File: config.mk
export PLATFORM = sky130hd
export DESIGN_NAME = fetch_ctrl
export DESIGN_NICKNAME = d
export VERILOG_FILES = /design/src/rtl/fetch_ctrl.sv
export SDC_FILE = /design/constraint.sdc
export NUM_CORES = 1
export LEC_CHECK = 0
export BUFFER_PORTS_ARGS = -buffer_cell sky130_fd_sc_hd__buf_4
export CELL_PAD_IN_SITES_DETAIL_PLACEMENT = 1
export CELL_PAD_IN_SITES_GLOBAL_PLACEMENT = 2
export CORE_ASPECT_RATIO = 1.25
export CORE_MARGIN = 1
export CORE_UTILIZATION = 29
export CTS_CLUSTER_DIAMETER = 100
export DETAILED_ROUTE_END_ITERATION = 16
export GPL_ROUTABILITY_DRIVEN = 0
export HOLD_SLACK_MARGIN = 0.1
export PLACE_DENSITY = 0.84
export SKIP_CTS_REPAIR_TIMING = 1
export SLEW_MARGIN = 25
export SYNTH_ARGS = -nofsm -noshare
export SYNTH_HDL_FRONTEND = slang
export SYNTH_SLANG_ARGS = --single-unit
File: constraint.sdc
create_clock -name clk -period 4.85 [get_ports clk]
set_input_delay 1.2125 -clock clk [delete_from_list [all_inputs] [get_ports clk]]
set_output_delay 1.2125 -clock clk [all_outputs]
set_load 0.005 [all_outputs]
File: src/rtl/fetch_ctrl.sv
// fetch_ctrl: PC owner and fetch sequencer between a registered-read instruction memory and decode
module fetch_ctrl #(
  parameter int                 ADDR_W     = 32,
  parameter int                 IMEM_BYTES = 64,
  parameter logic [ADDR_W-1:0]  RESET_PC   = '0
) (
  input  logic              clk,
  input  logic              rst,
  input  logic              start,
  output logic [ADDR_W-1:0] imem_pc,
  input  logic [31:0]       imem_inst,
  output logic              if_valid,
  input  logic              if_ready,
  output logic [31:0]       if_inst,
  output logic [ADDR_W-1:0] if_pc,
  input  logic              redirect,
  input  logic [ADDR_W-1:0] redirect_pc,
  output logic              halted,
  output logic              fetch_err
);
  localparam logic [1:0] IDLE  = 2'd0;
  localparam logic [1:0] FETCH = 2'd1;
  localparam logic [1:0] HALT  = 2'd2;
  logic [1:0]        state;
  logic [ADDR_W-1:0] pc_q, req_pc_q;
  logic              inflight;
  logic              free, in_range, run, adv, drain;
  // widened compare so a PC near the top of the address space cannot wrap into range
  assign in_range = ({1'b0, pc_q} + (ADDR_W+1)'(3)) < (ADDR_W+1)'(IMEM_BYTES);
  assign free     = !if_valid || if_ready;
  assign run      = (state == FETCH) && !redirect && free;
  assign adv      = run && in_range;
  assign drain    = run && !in_range;
  // while stalled the memory re-reads the in-flight address so its output stays put
  assign imem_pc  = adv ? pc_q : req_pc_q;
  // redirect beats stall/advance; otherwise advance, drain into HALT, or hold
  always_ff @(posedge clk) begin
    if (rst) begin
      state     <= IDLE;
      pc_q      <= RESET_PC;
      req_pc_q  <= '0;
      inflight  <= 1'b0;
      if_valid  <= 1'b0;
      if_inst   <= '0;
      if_pc     <= '0;
      halted    <= 1'b0;
      fetch_err <= 1'b0;
    end else if (redirect && state != IDLE) begin
      inflight <= 1'b0;
      if_valid <= 1'b0;
      if (redirect_pc[1:0] == 2'b00) begin
        pc_q   <= redirect_pc;
        state  <= FETCH;
        halted <= 1'b0;
      end else begin
        fetch_err <= 1'b1;
        state     <= HALT;
        halted    <= 1'b1;
      end
    end else if (state == IDLE) begin
      if (redirect) pc_q <= redirect_pc;
      if (start) state <= FETCH;
    end else if (adv || drain) begin
      if_valid <= inflight;
      inflight <= adv;
      if (inflight) begin
        if_inst <= imem_inst;
        if_pc   <= req_pc_q;
      end
      if (adv) begin
        req_pc_q <= pc_q;
        pc_q     <= pc_q + ADDR_W'(4);
      end else begin
        state  <= HALT;
        halted <= 1'b1;
      end
    end else if (state == HALT && if_valid && if_ready) begin
      if_valid <= 1'b0;
    end
  end
endmodule

======== Word-level counts from Yosys, hierarchy flattened ========
Cells that the tools add are included.
cells by class
  add/subtract/negate cells ............... 2
  $lt $le $gt $ge ......................... 1
  equal/unequal tests ..................... 8
  mux-type cells .......................... 20
  bitwise logic cells ..................... 3
  reductions and logical operators ........ 28
operator list
  cell                                                                      number
  32-bit two-way mux                                                        7
  32-bit by 2-bit adder with 33-bit output (second input constant)          1
  33-bit by 7-bit < comparator with 1-bit output (second input constant)    1
  32-bit by 3-bit adder with 32-bit output (second input constant)          1
  2-bit two-way mux                                                         6
  3-bit AND reduction                                                       3
  4-bit AND reduction                                                       2
  1-bit logical AND                                                         7
  1-bit two-way mux                                                         7
  3-bit inequality test (second input constant)                             2
  2-bit AND reduction                                                       3
  2-bit nonzero test                                                        3
  3-bit nonzero test                                                        2
  2-bit zero test                                                           2
  2-bit by 1-bit inequality test with 1-bit output (second input constant)  2
  1-bit zero test                                                           3
  3-bit by 1-bit inequality test with 1-bit output (second input constant)  1
  1-bit NOT                                                                 3
  2-bit by 1-bit equality test with 1-bit output (second input constant)    1
  2-bit equality test (second input constant)                               1
  1-bit logical OR                                                          2
  2-bit inequality test (second input constant)                             1
  2-bit OR reduction                                                        1
storage, ports and cells
  register bits ........................... 134
  input port bits ......................... 69
  logic and storage cells ................. 71

======== Logic depth before layout (Yosys ltp) ========
Gate-level depths: netlist of run 1.
  word-level depth ........................ 8
  mapped depth ............................ 11
  depth with buffers taken out ............ 9

======== Least setup slack after synthesis of run 1 ========
No wires, ideal clock.
  kind .................................... register to output
  start point ............................. register pc_q[21]
  end point ............................... output imem_pc[0]
  arrival time ............................ 2.986 ns
  required time ........................... 3.638 ns
  setup slack ............................. 0.652 ns
  stages on the path, launching flop included .. 11
  cells stage by stage .................... dfxtp_1 buf_2 nand4_1 or3_1 a211oi_1 o211ai_1 or4_4 or4_4 buf_2 o21ai_0 nand2_1
between the ends
  cells in the longest elaborated chain, start to end .. 4
RTL lines
  element                                         RTL line  RTL
  from (decl)                                     25        logic [ADDR_W-1:0] pc_q, req_pc_q;
  from (signal assigned)                          52        pc_q <= redirect_pc;
  from (signal assigned)                          61        if (redirect) pc_q <= redirect_pc;
  from (signal assigned)                          72        pc_q <= pc_q + ADDR_W'(4);
  32-bit by 2-bit adder with 33-bit output        29        assign in_range = ({1'b0, pc_q} + (ADDR_W+1)'(3)) < (ADDR_W+1)'(IMEM_BYTES);
  33-bit by 7-bit < comparator with 1-bit output  29
  1-bit logical AND                               32        assign adv = run && in_range;
  32-bit two-way mux                              n/a
  to (decl)                                       10        output logic [ADDR_W-1:0] imem_pc,
Every way passes these cells.

======== Worst setup path after layout of run 1 ========
  start point ............................. register pc_q[4]
  end point ............................... output imem_pc[4]
between the ends
  cells in the longest elaborated chain, start to end .. 4
RTL lines
  element                                         RTL line
  32-bit by 2-bit adder with 33-bit output        29
  33-bit by 7-bit < comparator with 1-bit output  29
  1-bit logical AND                               32
  32-bit two-way mux *                            n/a
Mark *: on every way between the ends. The rest lies on a longest branch, timed or not.

==> implementation parameters, run 1 <==
Parameter                              Value

CTS
  Number of buffers between clock root and the deepest sink    2
  TritonCTS clock tree    built
  Clock slew seen by the registers of the worst setup and hold paths    0.06 ns
  Cell at the root of the clock tree    sky130_fd_sc_hd__clkbuf_16
  Number of buffers added by the clock tree synthesis step    17
  H-tree levels    4
  Total clock sinks    134
  Clock latency at the later pin of the worst-skew pair    0.43 ns

Power
  Power share of the sequential group    41.8%
  Sw Pwr    839 uW
  Fraction of power consumed by the clock network    46.2%
  Static Leak    0.00329 uW
  Proportion of total power due to net switching    30.0%
  Worst-case vdd ir drop    0.236 mV
  Pwr dens    338 mW/mm^2
  Int Power    1960 uW
  Logic gate share of total power    11.9%
  Total power consumption of the routed design    2800 uW

Routing
  DR WL/cell    17.8 um
  DRT antenna net count    0
  Via total after detailed routing    6193
  First-pass iteration count of the detailed router    4
  Violation count after the first detailed-routing iteration    293
  Vias per cell    5.11
  Uppermost layer routed    met4
  Post-route met1 wirelength    8920 um
  Total Routed Length    21600 um
  Routed wire length on met2    10600 um
  DRC violations left    0
  DR WL met3    1670 um

Die
  Die outline area    0.0214 mm^2
  Die extent in x    131 um
  Site row count    58
  Initial cell density of the core    29.8%
  Chip height    163 um
  Ports placed on the boundary    168
  Core area    0.0202 mm^2

Setup path
  Crit-path slowest cell    sky130_fd_sc_hd__or4_4
  Crit-path max cell delay    0.58 ns
  Critical-path cell list    nand3_4 > or4_4 > o31ai_1 > o211ai_1 > or4_4 > or4_4 > o21ai_2 > nand2_1 > buf_4
  Worst R2R Start    pc_q[4]
  Crit. End Element    primary output
  Cell occurring most often along the worst timing path    sky130_fd_sc_hd__or4_4
  Startpoint types    register
  Path type of the worst setup path    reg -> out
  Worst Path Max Fanout    7
  Arrival time of the worst setup path    3.50 ns
  Bufs and invs on worst path    1
  Data required time of the worst path    3.64 ns
  Critical path launch point    pc_q[4]
  Cell family contributing the most delay on the critical path    simple AND/OR/NAND/NOR gates

Timing
  Count of pins over their slew limit    0
  Final period demand of the worst path    4.71 ns
  Total of endpoints with negative setup slack in the final report    0
  Highest clock rate    212 MHz
  Period utilization    97.2%
  Slew at the pin closest to its max-slew limit    0.960 ns
  Accumulated negative setup slack    0 ns
  Final-report hold violation count    0
  Relative slew slack    35.9%
  Worst Skew    0.0137 ns

Job
  Number of maximum-capacitance constraint violations    0

Final layout
  Filler instances    2474
  Sequential standard cell area    0.00270 mm^2
  Area growth, synth to finish    37.1%
  Proportion of layout cells with a drive suffix above 1    28.6%
  Diode insertion count for antenna repair    0
  Area of the multi-input gates    0.00312 mm^2
  Final instance count without filler cells    1211
  Fin nets    998

GRT
  Pin count of the biggest net entering global routing    65
  Via count of the first global-routing pass    6266
  All-Layer GR Usage    20.4%
  Overflow left after global routing    0
  Initial antenna violation count    0
  First-pass GRT wire length    33600 um

Placed design
  Port Buf Inserts    167
  Post-placement cell count    1175
  Hpwl dp    14900 um

Yosys
  Synthesis Warnings    0
  Number of different library cells in the post-synthesis netlist    56
  Syn Area/Cell    7.78 um^2
  Number of enable-type register cells in the synthesized netlist    0
  Share of synthesized flip-flops with an asynchronous set or reset    0%
  Net count of the mapped netlist    846
  Cell Area, Synth    0.00604 mm^2
  Share of the yosys chip area belonging to registers    44.4%
  Most frequently used flop master after synthesis    sky130_fd_sc_hd__dfxtp_1
  Gate count after technology mapping    776
  Count of state elements after synthesis    134

Worst hold path
  Worst min path class    reg -> reg
  Beginning of the worst hold path    if_inst[23]

Run status
  Outcome    finished clean
## routing by layer
metal	vias up	GRT usage (%)
met2	160	33.7
met4	0	7.00
met5	-	0
li1	3020	-
met1	2988	24.3
met3	25	7.14
## worst register-to-register path, cell delays in order (launching register included)
cell	delay (ns)
sky130_fd_sc_hd__dfxtp_2	0.43
sky130_fd_sc_hd__nand3_4	0.13
sky130_fd_sc_hd__or4_4	0.58
sky130_fd_sc_hd__o31ai_1	0.22
sky130_fd_sc_hd__o211ai_1	0.12
sky130_fd_sc_hd__or4_4	0.58
sky130_fd_sc_hd__or4_4	0.55
sky130_fd_sc_hd__buf_4	0.16
sky130_fd_sc_hd__o21ai_2	0.42
sky130_fd_sc_hd__a32o_1	0.33
## area by class of cell
cell class                      count  share of cell area [%]
Clock buffer                       17                    5.14
Clock inverter                     15                    1.90
Inverter                           10                   0.453
Multi-Input combinational cell    567                    37.7
Sequential cell                   134                    32.6
Tap cell                          270                    4.08
Timing Repair Buffer              198                    18.1
## synth_stat cells (3+ instances only)
| master | number | area share, % |
|---|---|---|
| sky130_fd_sc_hd__nand2_1 | 184 | 11 |
| sky130_fd_sc_hd__dfxtp_1 | 134 | 44 |
| sky130_fd_sc_hd__a21oi_1 | 90 | 7.5 |
| sky130_fd_sc_hd__clkbuf_1 | 47 | 2.9 |
| sky130_fd_sc_hd__and2_1 | 31 | 3.2 |
| sky130_fd_sc_hd__and3_1 | 26 | 2.7 |
| sky130_fd_sc_hd__nor3_1 | 24 | 2.0 |
| sky130_fd_sc_hd__nand4_1 | 23 | 2.4 |
| sky130_fd_sc_hd__nor2_1 | 23 | 1.4 |
| sky130_fd_sc_hd__o31ai_1 | 19 | 2.4 |
| sky130_fd_sc_hd__nand3_1 | 18 | 1.5 |
| sky130_fd_sc_hd__o21ai_0 | 16 | 1.3 |
| sky130_fd_sc_hd__buf_2 | 14 | 1.2 |
| sky130_fd_sc_hd__a22oi_1 | 10 | 1.2 |
| sky130_fd_sc_hd__nor4_1 | 10 | 1.0 |
| sky130_fd_sc_hd__inv_1 | 9 | 0.56 |
| sky130_fd_sc_hd__or2_2 | 7 | 0.73 |
| sky130_fd_sc_hd__or3_1 | 6 | 0.62 |
| sky130_fd_sc_hd__a211oi_1 | 5 | 0.62 |
| sky130_fd_sc_hd__a31oi_1 | 5 | 0.52 |
| sky130_fd_sc_hd__xor2_1 | 5 | 0.73 |
| sky130_fd_sc_hd__a32o_1 | 4 | 0.66 |
| sky130_fd_sc_hd__mux2i_1 | 4 | 0.66 |
| sky130_fd_sc_hd__o21a_1 | 4 | 0.50 |
| sky130_fd_sc_hd__o32ai_1 | 4 | 0.58 |
| sky130_fd_sc_hd__or4_1 | 4 | 0.50 |
| sky130_fd_sc_hd__xnor2_1 | 4 | 0.58 |
| sky130_fd_sc_hd__and4_1 | 3 | 0.44 |
| sky130_fd_sc_hd__nand2b_1 | 3 | 0.31 |
| sky130_fd_sc_hd__nand4b_1 | 3 | 0.44 |
| sky130_fd_sc_hd__nor2b_1 | 3 | 0.31 |
| sky130_fd_sc_hd__o211ai_1 | 3 | 0.37 |
| sky130_fd_sc_hd__o21ai_1 | 3 | 0.25 |
## cell families after synthesis
| logic type | after synthesis | share of synthesized area (%) |
|---|---|---|
| and+or+nand+nor | 373 | 30.0 |
| AOI/OAI and AO/OA | 177 | 17.9 |
| DFF | 134 | 44.4 |
| buffers and inverters | 76 | 5.18 |
| xor gates and xnor gates | 9 | 1.31 |
| muxes | 6 | 1.04 |
| adders and majority gates | 1 | 0.207 |
## state kept, by name, summed over array words and instances (netlist names)
| register | count |
|---|---|
| if_valid | 1 |
| inflight | 1 |
| pc_q | 32 |
| state | 2 |
| if_inst | 32 |
| fetch_err | 1 |
| if_pc | 32 |
| req_pc_q | 32 |
| halted | 1 |
## power groups by stage
stage	registers [uW]	logic, uW	clock network (uW)
final	1170	334	1290
after floorplan	1170	203	0
after global placement	1190	314	0
after detailed placement	1190	315	0
after global routing	1170	364	1370
after CTS	1170	317	1330
## placed cells by master, fill, tap and decap left out, types with 17 or more instances in the layout
master / instances
sky130_fd_sc_hd__a21oi_1: 90
sky130_fd_sc_hd__and2_1: 30
sky130_fd_sc_hd__and3_1: 26
sky130_fd_sc_hd__buf_4: 196
sky130_fd_sc_hd__clkbuf_16: 17
sky130_fd_sc_hd__dfxtp_1: 124
sky130_fd_sc_hd__nand2_1: 183
sky130_fd_sc_hd__nand4_1: 23
sky130_fd_sc_hd__nor2_1: 22
sky130_fd_sc_hd__nor3_1: 24
sky130_fd_sc_hd__o31ai_1: 19
## final timing paths
kind	to	slack, ns	cells past startpoint
worst min register to register	if_inst[23]	0.45	2
worst max register to register	pc_q[12]	1.23	9
worst min-delay path	if_inst[23]	0.45	2
worst max-delay path	imem_pc[4]	0.14	9
## metrics by stage
stage	setup slack, ns	hold WS (ns)	instance area (um^2)	utilization (%)
5_1_grt	-0.0305	0.470	8280	40.9
3_5_place_dp	0.204	0.444	7580	37.4
4_1_cts	-0.309	0.454	8160	40.3
3_3_place_gp	0.274	0.442	7580	37.4
2_1_floorplan	0.652	0.428	6040	-
6_report	0.136	0.453	8280	40.9
Note: power is estimated with default switching activity, not from simulation.
==> inputs of run 2 (changes only) <==
CAP_MARGIN = 5   (was default)
PLACE_DENSITY = 0.9   (was 0.84)
==> run 2 against run 1 <==
Compared with the run above:
- die area stayed put
- design area is 0.56% lower
- critical path depth stayed put
- non-clock buffer count is 6 lower
- maximum frequency is 0.70% lower
- clock power hardly changed
- flip-flop and latch count stayed put
- largest power group unchanged
==> implementation parameters, run 2 (synthesized netlist as in run 1, its figures left out) <==
Parameter                              Value

Die
  Die outline area    0.0214 mm^2 (unchanged)
  Die extent in x    131 um (unchanged)
  Ports placed on the boundary    168 (unchanged)
  Initial cell density of the core    29.8% (unchanged)
  Site row count    58 (unchanged)
  Chip height    163 um (unchanged)
  Core area    0.0202 mm^2 (unchanged)

CTS
  Clock latency at the later pin of the worst-skew pair    0.42 ns (about the same)
  Cell at the root of the clock tree    sky130_fd_sc_hd__clkbuf_16
  Total clock sinks    134 (unchanged)
  Clock slew seen by the registers of the worst setup and hold paths    0.06 ns (about the same)
  TritonCTS clock tree    built
  H-tree levels    4 (unchanged)
  Number of buffers between clock root and the deepest sink    2 (unchanged)
  Number of buffers added by the clock tree synthesis step    17 (unchanged)

Power
  Static Leak    0.00326 uW (-0.86%)
  Worst-case vdd ir drop    0.249 mV (+5.5%)
  Pwr dens    341 mW/mm^2 (+1.0%)

Worst hold path
  Hold path depth    2 (unchanged)
  Beginning of the worst hold path    if_pc[26]
  Worst min path class    reg -> reg
  Terminating pin of the worst hold path    if_pc[26]

Routing
  DR WL/cell    17.8 um (about the same)
  Total Routed Length    21500 um (-0.49%)
  DRT antenna net count    0 (unchanged)
  Vias per cell    5.16 (+0.83%)
  Via total after detailed routing    6208 (+0.24%)
  Violation count after the first detailed-routing iteration    376 (+28%)
  First-pass iteration count of the detailed router    4 (unchanged)
  DRC violations left    0 (unchanged)

GRT
  First-pass GRT wire length    33500 um (-0.33%)
  Initial antenna violation count    0 (unchanged)
  Overflow left after global routing    0 (unchanged)
  Via count of the first global-routing pass    6291 (+0.40%)
  Pin count of the biggest net entering global routing    66 (+1.5%)
  All-Layer GR Usage    20.4% (-0.057 points)

Timing
  Slew at the pin closest to its max-slew limit    0.869 ns (-0.0912 ns)
  Final period demand of the worst path    4.75 ns (+0.0334 ns)
  Final-report hold violation count    0 (unchanged)
  Count of pins over their slew limit    0 (unchanged)
  Accumulated negative setup slack    0 ns (unchanged)
  Period utilization    97.9% (+0.69 points)
  Worst Skew    0.0118 ns (-0.00187 ns)
  Highest clock rate    211 MHz (-0.70%)
  RSZ-0062 raised after global routing    yes
  Relative slew slack    41.5% (+5.6 points)
  Worst hold slack after final layout    0.454 ns (+0.00128 ns)
  Total of endpoints with negative setup slack in the final report    0 (unchanged)

Setup path
  Crit-path max cell delay    0.61 ns (+0.03 ns)
  Path type of the worst setup path    reg -> out
  Critical path launch point    pc_q[11]
  Endpoint of the most critical register-to-register path    pc_q[5]
  Worst Path Max Fanout    8 (+1)
  Cell family contributing the most delay on the critical path    simple AND/OR/NAND/NOR gates
  Data required time of the worst path    3.64 ns (about the same)
  Cell occurring most often along the worst timing path    sky130_fd_sc_hd__or4_4
  Bufs and invs on worst path    1 (unchanged)
  Depth of the most critical reg-to-reg path    10 (+1)
  Worst R2R Start    pc_q[25]
  Crit. End Element    primary output
  Critical-path cell list    nand4_1 > or3_1 > a211oi_2 > o211ai_1 > or4_4 > or4_4 > o21ai_2 > nand2_1 > buf_4
  Crit-path slowest cell    sky130_fd_sc_hd__or4_4
  Startpoint types    register
  Slack of the worst reg-to-reg path    1.23 ns (about the same)
  Arrival time of the worst setup path    3.54 ns (+0.04 ns)

Final layout
  Commonest non-fill, non-tap cell in the layout    sky130_fd_sc_hd__buf_4
  Fin nets    991 (-0.70%)
  Area growth, synth to finish    36.4%
  Filler instances    2454 (-0.81%)
  Diode insertion count for antenna repair    0 (unchanged)
  Proportion of layout cells with a drive suffix above 1    27.8% (-0.75 points)
  Most frequent cells in the layout    sky130_fd_sc_hd__buf_4, sky130_fd_sc_hd__nand2_1, sky130_fd_sc_hd__dfxtp_1, sky130_fd_sc_hd__a21oi_1, sky130_fd_sc_hd__and2_1

Placed design
  Hpwl dp    14900 um (about the same)
  Port Buf Inserts    167 (unchanged)

Job
  Number of maximum-capacitance constraint violations    0 (unchanged)

Run status
  Outcome    finished clean
[run 2: area by class of cell]
| class | instances | area, um^2 | area share (%) |
|---|---|---|---|
| clock inverter | 14 | 166 | 2.02 |
| clock buffer | 18 | 429 | 5.21 |
| multi-input combinational | 566 | 3120 | 37.9 |
| timing repair buffer | 192 | 1450 | 17.7 |
| inverter | 10 | 37.5 | 0.456 |
| tap | 270 | 338 | 4.10 |
| sequential | 134 | 2690 | 32.7 |
[run 2: worst max path at each step]
stage | endpoint | slack (ns) | cells after the start
floorplan | imem_pc[0] | 0.65 | 10
global placement | imem_pc[5] | 0.38 | 9
detailed placement | imem_pc[5] | 0.23 | 9
CTS | imem_pc[5] | -0.24 | 9
global route | imem_pc[2] | -0.02 | 9
finish | imem_pc[2] | 0.10 | 9
[run 2: power by group]
part | switching (uW) | internal (uW)
combinational | 192 | 131
clock | 540 | 773
sequential | 44.8 | 1130
total | 776 | 2030
[run 2: worst min-delay path, cell delays in order (launching register included)]
cell and delay (ns):
sky130_fd_sc_hd__dfxtp_1 0.31, sky130_fd_sc_hd__nand2_1 0.05, sky130_fd_sc_hd__a21oi_1 0.05
[run 2: through the flow]
step / setup slack (ns) / total power (uW) / cells / util [%] / instance area [um^2]
final: 0.102 / 2810 / 1204 / 40.7 / 8240
after global routing: -0.0219 / 2920 / 1204 / 40.7 / 8240
after CTS: -0.244 / 2830 / 1201 / 40.1 / 8130
after detailed placement: 0.232 / 1500 / 1169 / 37.2 / 7530
after global placement: 0.379 / 1500 / 1169 / 37.2 / 7530
after floorplan: 0.652 / 1370 / 776 / - / 6040
[run 2: layer usage]
metal	up-vias	share of wire, %	global-route usage (%)
met4	0	1.8	7.00
li1	3009	-	-
met5	-	0	0
met1	3007	41	23.9
met2	169	50	34.7
met3	23	7.0	6.19
